<file path="config.mk">
export PLATFORM = sky130hd
export DESIGN_NAME = mult_hilo_unit
export DESIGN_NICKNAME = d
export VERILOG_FILES = /design/src/rtl/mult_hilo_unit.sv
export SDC_FILE = /design/constraint.sdc
export NUM_CORES = 1
export LEC_CHECK = 0
export BUFFER_PORTS_ARGS = -buffer_cell sky130_fd_sc_hd__buf_2
export CORE_MARGIN = 3
export CORE_UTILIZATION = 44
export DETAILED_ROUTE_END_ITERATION = 10
export PLACE_DENSITY = 0.78
export RECOVER_POWER = 100
export SYNTH_ARGS = -nofsm -noshare
export SYNTH_HDL_FRONTEND = slang
export SYNTH_SLANG_ARGS = --single-unit
</file>
<file path="constraint.sdc">
create_clock -name Clk -period 1.7 [get_ports Clk]
set_input_delay 0.255 -clock Clk [delete_from_list [all_inputs] [get_ports Clk]]
set_output_delay 0.255 -clock Clk [all_outputs]
set_load 0.02 [all_outputs]
</file>
<file path="src/rtl/mult_hilo_unit.sv">
`default_nettype none
// ============================================================================
//  Module      : mult_hilo_unit
//  Description : Sequencing front-end for the shift-add multiplier in the
//                MIPS datapath. Latches MULT/MULTU operands, converts signed
//                operands to magnitudes, launches the multiplier, and writes
//                the sign-corrected product into the architectural HI/LO
//                registers. Also services MTHI/MTLO writes while idle.
//  Config      : SIGNED_MULT_EN - when defined, signed MULT is supported;
//                when undefined, every request behaves as MULTU.
//  Revision    : 1.0 - initial release
// ============================================================================
module mult_hilo_unit #(
  parameter int WIDTH = 16
) (
  input  logic               Clk,
  input  logic               Reset,
  input  logic               Req,
  input  logic               Signed,
  input  logic [WIDTH-1:0]   OpA,
  input  logic [WIDTH-1:0]   OpB,
  input  logic               WrHi,
  input  logic               WrLo,
  input  logic [WIDTH-1:0]   WrData,
  output logic [WIDTH-1:0]   MulA,
  output logic [WIDTH-1:0]   MulB,
  output logic               MulSt,
  output logic               MulReset,
  input  logic               MulIdle,
  input  logic               MulDone,
  input  logic [2*WIDTH-1:0] MulProduto,
  output logic [WIDTH-1:0]   Hi,
  output logic [WIDTH-1:0]   Lo,
  output logic               Busy,
  output logic               Fim
);

  typedef enum logic [1:0] {
    S_IDLE   = 2'd0,
    S_LAUNCH = 2'd1,
    S_WAIT   = 2'd2
  } state_t;

  state_t               r_state;
  logic                 r_neg;
  logic [WIDTH-1:0]     r_mul_a;
  logic [WIDTH-1:0]     r_mul_b;
  logic [WIDTH-1:0]     r_hi;
  logic [WIDTH-1:0]     r_lo;
  logic                 r_fim;

  logic [WIDTH-1:0]     w_mag_a;
  logic [WIDTH-1:0]     w_mag_b;
  logic                 w_neg;
  logic [2*WIDTH-1:0]   w_result;

`ifdef SIGNED_MULT_EN
  // Two's-complement magnitude; the most negative value maps onto itself,
  // which is exactly its unsigned magnitude.
  assign w_mag_a  = (Signed && OpA[WIDTH-1]) ? (~OpA + 1'b1) : OpA;
  assign w_mag_b  = (Signed && OpB[WIDTH-1]) ? (~OpB + 1'b1) : OpB;
  assign w_neg    = Signed & (OpA[WIDTH-1] ^ OpB[WIDTH-1]);
  // Full-width negation of the unsigned product; zero stays zero.
  assign w_result = r_neg ? (~MulProduto + 1'b1) : MulProduto;
`else
  // Unsigned-only build: operands and product pass straight through.
  logic w_unused;
  assign w_mag_a  = OpA;
  assign w_mag_b  = OpB;
  assign w_neg    = 1'b0;
  assign w_result = MulProduto;
  assign w_unused = &{1'b0, Signed, r_neg};
`endif

  // Control FSM plus HI/LO, operand and completion registers.
  always_ff @(posedge Clk) begin
    if (!Reset) begin
      r_state <= S_IDLE;
      r_neg   <= 1'b0;
      r_mul_a <= '0;
      r_mul_b <= '0;
      r_hi    <= '0;
      r_lo    <= '0;
      r_fim   <= 1'b0;
    end else begin
      r_fim <= 1'b0;
      case (r_state)
        S_IDLE: begin
          if (Req) begin
            // An accepted request takes priority over MTHI/MTLO.
            r_neg   <= w_neg;
            r_mul_a <= w_mag_a;
            r_mul_b <= w_mag_b;
            r_state <= S_LAUNCH;
          end else begin
            if (WrHi) r_hi <= WrData;
            if (WrLo) r_lo <= WrData;
          end
        end
        S_LAUNCH: begin
          if (MulIdle) r_state <= S_WAIT;
        end
        S_WAIT: begin
          if (MulDone) begin
            {r_hi, r_lo} <= w_result;
            r_fim        <= 1'b1;
            r_state      <= S_IDLE;
          end
        end
        default: r_state <= S_IDLE;
      endcase
    end
  end

  // Start fires in the LAUNCH cycle in which the multiplier reports idle.
  assign MulSt    = (r_state == S_LAUNCH) & MulIdle;
  assign MulReset = ~Reset;
  assign MulA     = r_mul_a;
  assign MulB     = r_mul_b;
  assign Hi       = r_hi;
  assign Lo       = r_lo;
  assign Busy     = (r_state != S_IDLE);
  assign Fim      = r_fim;

endmodule
`default_nettype wire

</file>
=== After elaboration in Yosys (flattened, before gate mapping) ===
Cells that the tools add are included.

* Flip-flop bits (word level): 67
* Input port bits: 88
* Word-level logic and storage cells: 37

* Equal/unequal tests: 8
* Muxes and demuxes: 13
* Bitwise gates (word level): 2
* Reduce and logical (&&, ||, !) cells: 8

{| class="wikitable"
|+ Operator list
! cell !! number
|-
| 16-bit two-way mux || 6
|-
| 16-bit one-hot mux with 2 select lines || 2
|-
| 2-bit != test (second input constant) || 6
|-
| 4-bit AND reduction || 2
|-
| 2-bit two-way mux || 3
|-
| 2-bit one-hot mux with 3 select lines || 1
|-
| 2-bit AND reduction || 2
|-
| 2-bit nonzero test || 2
|-
| 3-bit AND reduction || 1
|-
| 2-bit by 1-bit equality test with 1-bit output (second input constant) || 1
|-
| 2-bit equality test (second input constant) || 1
|-
| 2-bit logical NOT || 1
|-
| 1-bit bitwise AND || 1
|-
| 1-bit two-way mux || 1
|-
| 1-bit inverter || 1
|}

=== Longest topological paths before layout ===
* Depth after elaboration: 3
* Gate-level depth with buffers: 7

=== Worst setup path before layout ===
OpenSTA, ideal clock, no wires.

* Path type: register to register
* From: reg r_state[1]
* To: reg r_mul_a[10] (netlist: MulA[10])
* Setup time: 0.144 ns
* Data arrival time: 1.402 ns
* Data required time: 1.556 ns
* Slack: 0.154 ns
* Stages on the path, launching flop included: 7
* Path buffers: 3
* Path through: dfxtp_1 -> buf_2 -> or3b_2 -> clkbuf_1 -> buf_2 -> nand2_1 -> a21oi_1

* Word-level cells in the longest chain between the ends: 2

{| class="wikitable"
|+ Ends and longest elaborated chain
! element !! RTL line !! RTL
|-
| start: declaration || 44 || <nowiki>state_t r_state;</nowiki>
|-
| start signal: assignment || 78 || <nowiki>r_state <= S_IDLE;</nowiki>
|-
| start signal: assignment || 94 || <nowiki>r_state <= S_LAUNCH;</nowiki>
|-
| start signal: assignment || 101 || <nowiki>if (MulIdle) r_state <= S_WAIT;</nowiki>
|-
| 2-bit logical NOT || -- ||
|-
| 2-bit AND reduction (no source line) || -- ||
|-
| end signal: assignment || 92 || <nowiki>r_mul_a <= w_mag_a;</nowiki>
|-
| end: declaration || 46 || <nowiki>logic [WIDTH-1:0] r_mul_a;</nowiki>
|}

No other way between the ends.
A chain may end at the register's enable or synchronous reset.

=== Worst setup path in the final report ===
* From: reg r_state[1]
* To: out Busy

* Word-level cells in the longest chain between the ends: 1

{| class="wikitable"
|+ Ends and longest elaborated chain
! element !! RTL line !! RTL
|-
| 2-bit nonzero test || 122 || <nowiki>assign Busy = (r_state != S_IDLE);</nowiki>
|-
| end: declaration || 34 || <nowiki>output logic Busy,</nowiki>
|}

No other way between the ends.

==> results.txt <==
outcome -> finished, final reports clean
DR iter-0 viols -> 88
Post-CTS Resized -> 0
critical path cell sequence -> clkbuf_2, or2_2, clkbuf_2
critical path data required time -> 1.44 ns
max_cap viols -> 0
final WL -> 7540 um
Main synth FF type -> dfxtp_1
Core ar. -> 5990 sq um
final worst slack -> 0.0827 ns
routability cong. -> 0.790
worst slew pin tran -> 0.470 ns
worst-path cell with the longest stage delay -> dfxtp_1
Min-Delay Path Class -> input port to flop
DPL Wire Length -> 5440 um
P_leak -> 0.00149 uW
Critical Path Fanout Max -> 6
clk sinks -> 67
cts hold-fix bufs -> 0
mux contribution to synthesized area -> 0.00364
largest net degree at the start of global routing -> 41
ys async rst share -> 0
top cell type's share of synthesized area -> 0.488
H-tree Lvls -> 3
WHS -> 0.165 ns
initial antenna violation count -> 0
final number of hold-violating endpoints -> 0
Max VDD drop -> 0.000500 V
Yosys warnings -> 0
XOR/XNOR Fraction of Synth Area -> 0
IO buf count -> 154
vias per std cell -> 5.16
Max Buffers Root-to-Sink -> 2
I/O pin count -> 156
setup TNS -> 0 ns
first-pass GRT wire length -> 12300 um
P per Cell Area -> 1020 nW/um^2
Die Height -> 85.1 um
clock slew at reported path FFs -> 0.07 ns
vias in the first global route -> 2677
GRT overflow -> 0
Cell Area, Synth -> 2750 sq um
hold-critical path depth -> 3
RSZ-0062 raised after global routing -> false
largest family of logic cells by synthesized area -> simple AND/OR/NAND/NOR gates
number of diodes -> 0
Post-CTS Setup Inserts -> 0
most frequent cell after synthesis -> nand2_1
Simple-Gate Fraction of Synth Area -> 0.257
synthesized flop and latch total -> 67
Synth Area in Compound Gates -> 0.190
Yosys top cell by area -> dfxtp_1
Top cell by count, worst path -> clkbuf_2
crit path DAT -> 1.36 ns
leading post-synthesis cells by cell area -> dfxtp_1 49%, nand2_1 16%, a311oi_2 6.6%, a311oi_1 6.4%, nor3_1 6.0%
Yosys cell types -> 22
worst-skew pair later-pin latency -> 0.32 ns
CP peak stage delay -> 0.40 ns
routed vias -> 2854
CTS Buf Count -> 9
Post-Syn Instances -> 325
Post-Syn Area per Cell -> 8.46 sq um
post-DR wirelength/cell -> 13.6 um
setup violators final -> 0
share of cells above drive strength 1 -> 0.278
post-synthesis sequential area ratio -> 0.488
Final Util -> 0.614
Synth Net Count -> 413
number of flops mapped to enable cells by yosys -> 0
Layout Skew -> 0.00824 ns
Synth Area in Adders -> 0
die width -> 85.1 um
CTS root buf -> clkbuf_8
synthesis-to-layout area growth -> 33.7%
effective utilization at floorplan -> 0.459
worst slack, placed -> 0.0388 ns
Final Slew Violations -> 0
final instance area -> 3680 sq um
slew margin rel. -> 0.687
Final ANT Viol Nets -> 0
type of the worst setup path -> flop to output port
FILL cells -> 578
row count -> 28
fmax -> 0.618 GHz
register area -> 1340 sq um
die area -> 7240 sq um
Global Route Usage Sum -> 0.210
CTS tree -> yes
Post-synth top cells -> 114 x nand2_1, 67 x dfxtp_1, 33 x nor3_1
dpl cell area -> 3580 sq um
area occupied by multi-input gates -> 1250 sq um
post-layout minimum cycle time -> 1.62 ns
final net count -> 561
fin crit share -> 0.951
Residual DRC -> 0
startpoint types -> flop
Setup crit end kind -> output port
DRT Pass-1 Iters -> 4
R2R cell count -> 5
[where the power goes]
part | switching [uW] | internal [uW] | leakage (uW) | total, uW
Sequential | 67.5 | 1690 | 0.000551 | 1750
Clock | 539 | 719 | 0.0000947 | 1260
Combinational | 450 | 272 | 0.000846 | 722
Total | 1060 | 2680 | 0.00149 | 3740
[logic make-up (layout without fill, tap and decap cells)]
group | after synthesis | after routing
AOI/OAI and AO/OA | 65 | 65
buffers and inverters | 33 | 186
DFF | 67 | 67
muxes | 1 | 1
and+or+nand+nor | 159 | 159
[metrics by stage]
stage | std cells | power, uW
floorplan | 325 | 2250
global placement | 537 | 2530
detailed placement | 537 | 2550
CTS | 553 | 3810
global route | 553 | 3930
finish | 553 | 3740
[flip-flops by register name (all words and copies together) (netlist names)]
register and cells:
MulA 16, Lo 16, Hi 16, Fim 1, r_state 2, MulB 16
[critical path, delay by kind of cell, from the launching register on]
kind | cells | cell delay, ns
buffers and inverters | 2 | 0.34
flip-flops | 1 | 0.40
AND/OR/NAND/NOR | 1 | 0.30
[final timing paths]
check,startpoint,endpoint,slack [ns]
setup / recovery,r_state[1],Busy,0.08
setup reg to reg,r_state[1],MulA[4],0.10
hold / removal,OpB[6],MulB[6],0.16
hold reg to reg,MulB[11],MulB[11],0.45
[routing by layer]
layer	GRT usage	up-vias	part of all wire
li1	-	1423	-
met3	0.0447	6	0.091
met5	0	-	0
met2	0.371	123	0.48
met4	0.0719	0	0.0086
met1	0.250	1302	0.42
[layout make-up]
type,instances,area share
clock inverters,2,0.00953
clock buffers,14,0.0415
flip-flops and latches,67,0.365
well taps,75,0.0255
repair buffers,168,0.217
multi-input cells,225,0.339
inverters,2,0.00204
[placed cells by master, fill, tap and decap left out, types with 2 or more instances in the layout]
cell | synthesis | layout
or2_2 | 1 | 2
nand2_1 | 114 | 114
dfxtp_1 | 67 | 66
clkbuf_8 | 0 | 10
a21oi_1 | 32 | 32
nor3_1 | 33 | 33
a311oi_1 | 20 | 20
nor2_1 | 3 | 3
clkbuf_2 | 1 | 3
nor4b_4 | 2 | 2
clkbuf_1 | 14 | 71
buf_4 | 0 | 11
buf_2 | 11 | 86
a311oi_2 | 12 | 12
Power figures use the tool's default switching activity.
